## src/rtl/cpu_pkg.sv

```systemverilog
// Shared EX/MEM payload definitions: field widths, M-control bit positions
// and the packed beat carried from EX into MEM.
package cpu_pkg;

   localparam int EX_DW  = 16;
   localparam int EX_MW  = 3;
   localparam int EX_WBW = 2;
   localparam int EX_FW  = 3;

   localparam int M_MEMREAD  = 0;
   localparam int M_MEMWRITE = 1;
   localparam int M_BRANCH   = 2;

   typedef struct packed {
      logic [EX_MW-1:0]  m;
      logic [EX_WBW-1:0] wb;
      logic [EX_FW-1:0]  flags;
      logic [EX_DW-1:0]  alu;
      logic [EX_DW-1:0]  wdata;
      logic [EX_DW-1:0]  pcbranch;
   } ex_mem_t;

endpackage

```

## src/rtl/ex_mem_pipe.sv

```systemverilog
// EX/MEM register with 2-entry skid; 1-cycle latency; in_ready = !skid_v (registered).
// Optional EX_MEM_PERF_EN adds a saturating stall_cnt of out_valid & !out_ready cycles.
module ex_mem_pipe
   import cpu_pkg::*;
#(
   parameter int DW  = EX_DW,
   parameter int MW  = EX_MW,
   parameter int WBW = EX_WBW,
   parameter int FW  = EX_FW
) (
   input  logic           clk,
   input  logic           rst,
   input  logic           in_valid,
   output logic           in_ready,
   input  logic [MW-1:0]  in_m,
   input  logic [WBW-1:0] in_wb,
   input  logic [FW-1:0]  in_flags,
   input  logic [DW-1:0]  in_alu,
   input  logic [DW-1:0]  in_wdata,
   input  logic [DW-1:0]  in_pcbranch,
   input  logic           flush,
   output logic           out_valid,
   input  logic           out_ready,
   output logic [MW-1:0]  out_m,
   output logic [WBW-1:0] out_wb,
   output logic [FW-1:0]  out_flags,
   output logic [DW-1:0]  out_alu,
   output logic [DW-1:0]  out_wdata,
   output logic [DW-1:0]  out_pcbranch
`ifdef EX_MEM_PERF_EN
   ,
   output logic [15:0]    stall_cnt
`endif
);

   ex_mem_t main_q, skid_q, in_beat;
   logic    main_v, skid_v;
   logic    accept, consume;

   assign in_beat = '{m: in_m, wb: in_wb, flags: in_flags, alu: in_alu,
                      wdata: in_wdata, pcbranch: in_pcbranch};

   assign in_ready = !skid_v;
   assign accept   = in_valid && !skid_v;
   assign consume  = main_v && out_ready;

   // skid only ever holds the younger beat, so it refills main on consume
   always_ff @(posedge clk or negedge rst) begin
      if (!rst) begin
         main_v <= 1'b0;
         skid_v <= 1'b0;
         main_q <= '0;
         skid_q <= '0;
      end else if (flush) begin
         main_v <= 1'b0;
         skid_v <= 1'b0;
      end else begin
         case ({skid_v, main_v})
            2'b00: begin
               if (accept) begin
                  main_q <= in_beat;
                  main_v <= 1'b1;
               end
            end
            2'b01: begin
               if (accept && consume) begin
                  main_q <= in_beat;
               end else if (accept) begin
                  skid_q <= in_beat;
                  skid_v <= 1'b1;
               end else if (consume) begin
                  main_v <= 1'b0;
               end
            end
            2'b11: begin
               if (consume) begin
                  main_q <= skid_q;
                  skid_v <= 1'b0;
               end
            end
            default: begin
               main_v <= 1'b0;
               skid_v <= 1'b0;
            end
         endcase
      end
   end

   a_no_skid_without_main: assert property (@(posedge clk) disable iff (!rst)
      !(skid_v && !main_v));

   // control bits are gated so a bubble can never touch DM, branch or writeback
   assign out_valid    = main_v;
   assign out_m        = main_v ? main_q.m  : '0;
   assign out_wb       = main_v ? main_q.wb : '0;
   assign out_flags    = main_q.flags;
   assign out_alu      = main_q.alu;
   assign out_wdata    = main_q.wdata;
   assign out_pcbranch = main_q.pcbranch;

`ifdef EX_MEM_PERF_EN
   always_ff @(posedge clk or negedge rst) begin
      if (!rst) begin
         stall_cnt <= '0;
      end else if (main_v && !out_ready && (stall_cnt != 16'hFFFF)) begin
         stall_cnt <= stall_cnt + 16'd1;
      end
   end
`endif

endmodule
```

## config.mk

```make
export PLATFORM = sky130hd
export DESIGN_NAME = ex_mem_pipe
export DESIGN_NICKNAME = d
export VERILOG_FILES = /design/src/rtl/cpu_pkg.sv /design/src/rtl/ex_mem_pipe.sv
export SDC_FILE = /design/constraint.sdc
export NUM_CORES = 1
export LEC_CHECK = 0
export BUFFER_PORTS_ARGS = -buffer_cell sky130_fd_sc_hd__buf_2
export CAP_MARGIN = 0
export CORE_UTILIZATION = 35
export CTS_CLUSTER_DIAMETER = 80
export CTS_CLUSTER_SIZE = 8
export DETAILED_ROUTE_END_ITERATION = 7
export GPL_TIMING_DRIVEN = 1
export PLACE_DENSITY = 0.52
export SETUP_SLACK_MARGIN = 0.2
export SYNTH_ARGS = -nofsm -noshare
export SYNTH_HDL_FRONTEND = slang
export SYNTH_SLANG_ARGS = --single-unit
```

## constraint.sdc

```tcl
create_clock -name clk -period 1.85 [get_ports clk]
set_input_delay 0.37 -clock clk [delete_from_list [all_inputs] [get_ports clk]]
set_output_delay 0.37 -clock clk [all_outputs]
set_load 0.05 [all_outputs]
```

==> Yosys cells after proc, flatten, opt, wreduce, memory -nomap -nowiden <==
Cells that the tools add are included.
{ "word_totals": {"output_inout_bits": 58, "register_bits": 114, "in_bits": 61, "wordCells": 54} }
{ "classes": {"muxes": 15, "n_eq_ne": 13, "bitwise_logic": 2, "reduce_logical": 10} }
{ "ops": {"columns": ["operator", "count"], "rows": [
  ["56-bit 2-to-1 mux", 3],
  ["56-bit one-hot mux with 3 select lines", 1],
  ["3-bit inequality test, second input constant", 6],
  ["2-bit inequality test, second input constant", 5],
  ["5-bit AND reduction", 2],
  ["4-bit AND reduction", 2],
  ["1-bit 2-to-1 mux", 7],
  ["1-bit one-hot mux with 3 select lines", 2],
  ["1-bit logical AND", 3],
  ["3-bit 2-to-1 mux", 1],
  ["3-bit nonzero test", 1],
  ["2-bit by 1-bit == test with 1-bit output, second input constant", 1],
  ["2-bit == test, second input constant", 1],
  ["2-bit zero test", 1],
  ["2-bit 2-to-1 mux", 1],
  ["1-bit NOT", 2],
  ["1-bit zero test", 1]
]} }

==> Depth between registers and ports, before layout <==
{ "logic_depth": {"depth_word": 6, "depth_mapped": 6} }

==> Worst setup path after synthesis <==
No wires, ideal clock.
{ "synth_timing": {"kind": "reg-to-reg", "from": "reg main_v (netlist: out_valid)", "to": "reg main_q, in the netlist out_alu[0]", "arrival_time_ps": 1798, "stages_incl_launch_ff": 7, "path_buffers": 3, "slack_ps": -74, "t_required_ps": 1725, "cell_sequence": "dfrtp_1 > buf_2 > nand2_2 > buf_6 > buf_6 > mux2_1 > mux2_4"} }
{ "synth_between": {"elab_chain_cells": 4, "elab_cells_between_ends": 11, "cone_classes": "eq/ne: 5; mux: 1; reduce/logical: 5"} }
{ "synth_rtl": {"columns": ["item", "line_no", "rtl"], "rows": [
  ["start, declared", "ex_mem_pipe.sv:37", "logic main_v, skid_v;"],
  ["start signal, assigned", "ex_mem_pipe.sv:50", "main_v <= 1'b0;"],
  ["start signal, assigned", "ex_mem_pipe.sv:55", "main_v <= 1'b0;"],
  ["start signal, assigned", "ex_mem_pipe.sv:62", "main_v <= 1'b1;"],
  ["1-bit logical AND", "ex_mem_pipe.sv:45", "assign consume = main_v && out_ready;"],
  ["1-bit logical AND", "ex_mem_pipe.sv:66", "if (accept && consume) begin"],
  ["2-bit inequality test (no source line)", null, null],
  ["5-bit AND reduction (no source line)", null, null],
  ["end signal, assigned", "ex_mem_pipe.sv:61", "main_q <= in_beat;"],
  ["end signal, assigned", "ex_mem_pipe.sv:67", "main_q <= in_beat;"],
  ["end signal, assigned", "ex_mem_pipe.sv:77", "main_q <= skid_q;"],
  ["end, declared", "ex_mem_pipe.sv:36", "ex_mem_t main_q, skid_q, in_beat;"]
]} }
Several ways; a longest one is shown, not always the timed one.
A chain may end at the register's enable or synchronous reset.

==> Final worst setup path <==
{ "layout_timing": {"from": "reg skid_v", "to": "reg main_q, in the netlist out_flags[2]"} }
{ "layout_between": {"elab_chain_cells": 5, "elab_cells_between_ends": 12, "cone_classes": "eq/ne: 5; mux: 1; reduce/logical: 6"} }
{ "layout_rtl": {"columns": ["item", "line_no", "rtl"], "rows": [
  ["start, declared", "ex_mem_pipe.sv:37", null],
  ["start signal, assigned", "ex_mem_pipe.sv:51", "skid_v <= 1'b0;"],
  ["start signal, assigned", "ex_mem_pipe.sv:56", "skid_v <= 1'b0;"],
  ["start signal, assigned", "ex_mem_pipe.sv:70", "skid_v <= 1'b1;"],
  ["1-bit zero test", "ex_mem_pipe.sv:44", "assign accept = in_valid && !skid_v;"],
  ["1-bit logical AND", "ex_mem_pipe.sv:44", null],
  ["1-bit logical AND", "ex_mem_pipe.sv:66", null],
  ["2-bit inequality test (no source line)", null, null],
  ["5-bit AND reduction (no source line)", null, null]
]} }
Several ways; a longest one is shown, not always the timed one.

==> impl_metrics.csv <==
group,metric,value,unit
worst_setup_path,cp.depth,5,
floorplan,num_io_pins,119,
placed_design,dp_hpwl,7450,um
timing,fin_crit,1670,ps
final_layout,nets,526,
clock_tree,cts_buffer_depth,2,
worst_setup_path,crit_path_max_fanout,15,
pwr,p_per_area,1230,mW/mm2
min_path,hp-class,"primary input to flip-flop",
worst_setup_path,critPathKind,"flip-flop to flip-flop",
timing,fin_crit_sh,90.5,%
final_layout,num_antenna_cells,0,
worst_setup_path,r2r_start,"skid_v",
clock_tree,cts_made_buffers,17,
synthesis,syn-cell-area,0.00570,mm2
worst_setup_path,r2r_slack,180,ps
drt,vias,3099,
floorplan,initial_core_util,35.9,%
worst_setup_path,cp-startpoint,"skid_v",
synthesis,netlist_instances,369,
synthesis,synthDistinctLibCells,19,
timing,tightest_slew,413,ps
worst_setup_path,start_kind,"flip-flop",
synthesis,synth.top_cells.by_count,"dfrtp_1 (114), mux2_2 (88), mux2_4 (76)",
timing,fmax,597,MHz
worst_setup_path,crit_path_end_kind,"flip-flop",
clock_tree,cts_sinks,114,
worst_setup_path,critical_path_buf_inv_count,2,
worst_setup_path,required,2140,ps
global_routing,grt_pass1_vias,3323,
drt,ant_nets,0,
pwr,ir_worst_vdd,0.000623,V
worst_setup_path,crit_path_end,"out_flags[2]",
synthesis,yosys.cell_count.top_type,"dfrtp_1",
floorplan,core_area,0.0159,mm2
final_layout,drive_above_1_share,72.4,%
clock_tree,cts_tree,"built",
floorplan,die_w,130,um
worst_setup_path,crit_path_cell_trace,"nor2b_1 -> a2111oi_4 -> buf_12 -> buf_12 -> mux2_2",
floorplan,die_area,0.0168,mm2
pwr,p_leak,3.66,nW
worst_setup_path,worst_path_max_delay_cell,"dfrtp_1",
floorplan,dieHeight,130,um
timing,final_max_slew_viol_count,0,
drt,wl_per_cell,16.7,um
synthesis,synth_warnings,0,
worst_setup_path,crit_family,"flip-flops",
worst_setup_path,r2r_cells,5,
clock_tree,htree_levels,4,
worst_setup_path,path_common_cell,"buf_12",
global_routing,grt_max_degree,50,
floorplan,num_rows,46,
synthesis,synthTopCellsByArea,"dfrtp_1 (50%), mux2_4 (20%), mux2_2 (17%)",
clock_tree,path_clk_slew,50,ps
global_routing,overflow,0,
worst_setup_path,arrival,1970,ps
synthesis,async_reset_ff_share,100,%
timing,finalSetupViolCount,0,
global_routing,grt_usage,14.2,%
timing,skew,8.17,ps
synthesis,ys_seq_area_share,50.0,%
synthesis,synth_nets,430,
synthesis,synth_top_area_share,50.0,%
clock_tree,clock-root-buffer,"clkbuf_16",
worst_setup_path,r2r_end,"out_flags[2]",
timing,hold_violations,0,
outcome,status,"complete, no violations",
drt,viasPerCell,4.47,
clock_tree,clk_latency,410,ps
synthesis,synthFlopType,"dfrtp_1",
placed_design,port_buffers,118,
final_layout,syn2layout_area_growth,27.6,%
timing,tns,0,ps
placed_design,routabilityCongestion,0.691,
global_routing,antenna_found_initial,0,
run,cap_violations,0,
synthesis,avgSynthCellArea,15.4,um2
timing,rsz0062_at_grt,"true",
drt,drc,0,
final_layout,fin_cells,694,
drt,firstDrtPassIters,4,
worst_setup_path,max_stage_delay,400,ps
drt,drt_iter0_drc,68,
drt,wl,11600,um
synthesis,yosysTopAreaCell,"dfrtp_1",
global_routing,grt_pass1_wl,17700,um
timing,slew_headroom,72.4,%
placed_design,dp.cells,651,
synthesis,ys_ff_latch,114,
synthesis,synth-edff-count,0,
power by group:
group | internal, mW | switching [mW]
Clock | 2.32 | 1.11
Sequential | 3.05 | 0.297
Combinational | 0.970 | 1.23
stage by stage:
| step | hold slack [ps] | utilization [%] | total power [mW] | worst slack, ps | cell area, um2 |
|---|---|---|---|---|---|
| after floorplan | 74.4 | - | 5.32 | 86.9 | 5870 |
| after detailed placement | 341 | 40.3 | 5.57 | 39.0 | 6400 |
| after global routing | 157 | 45.8 | 9.40 | 115 | 7270 |
| after global placement | 330 | 40.3 | 5.52 | 41.2 | 6400 |
| final | 169 | 45.8 | 8.98 | 176 | 7270 |
| after CTS | 153 | 44.5 | 9.07 | 134 | 7070 |
repair_timing:
action                     CTS  global route
hold endpoints to repair    26             0
setup endpoints to repair  114            63
cloned                       0             8
hold buffers                 1             0
pin swaps                    2             1
resized for setup            3            17
setup buffers                2             0
cell families (layout without fill, tap and decap cells):
family | after synthesis | count (layout) | share of synthesized area (%)
DFF | 114 | 114 | 50.0
AOI/OAI and AO/OA | 3 | 3 | 0.658
buffers and inverters | 72 | 180 | 9.88
muxes | 168 | 168 | 38.2
and+or+nand+nor | 12 | 13 | 1.23
state kept, by name (all words and copies together), names as in the netlist:
name / flops
skid_q: 56
out_alu: 16
out_pcbranch: 16
out_wdata: 16
main_q: 5
out_flags: 3
out_valid: 1
skid_v: 1
layer usage:
layer	vias to the layer above	share of wire (%)	GRT usage (%)	routed length [um]
li1	1434	-	-	-
met1	1572	48	18.2	5520
met2	82	46	21.6	5320
met3	11	5.4	5.74	625
met4	0	1.2	5.13	144
met5	-	0	0	0
worst min path at each step:
| stage | start | end | cells after the start |
|---|---|---|---|
| floorplan | rst | main_q[51] | 0 |
| global placement | rst | skid_q[22] | 1 |
| detailed placement | rst | out_wdata[6] | 1 |
| CTS | flush | out_valid | 2 |
| global route | flush | out_valid | 2 |
| finish | flush | out_valid | 2 |
cells in the final DEF (no fill, tap or decap), drive strengths merged, types with 2 or more instances in the layout:
| master | netlist | layout |
|---|---|---|
| and2 | 5 | 5 |
| buf | 70 | 139 |
| bufinv | 0 | 3 |
| clkbuf | 0 | 29 |
| clkinv | 0 | 4 |
| clkinvlp | 0 | 3 |
| dfrtp | 114 | 114 |
| mux2 | 168 | 168 |
| nand2 | 2 | 3 |
| nor2 | 2 | 2 |
area by class of cell:
type / count / area, um2
fillers: 1474 / 8610
flip-flops and latches: 114 / 2850
multi-input cells: 184 / 2430
repair buffers: 146 / 1080
clock buffers: 23 / 508
well taps: 216 / 270
clock inverters: 9 / 125
inverters: 2 / 11.3
Power figures use the tool's default switching activity.
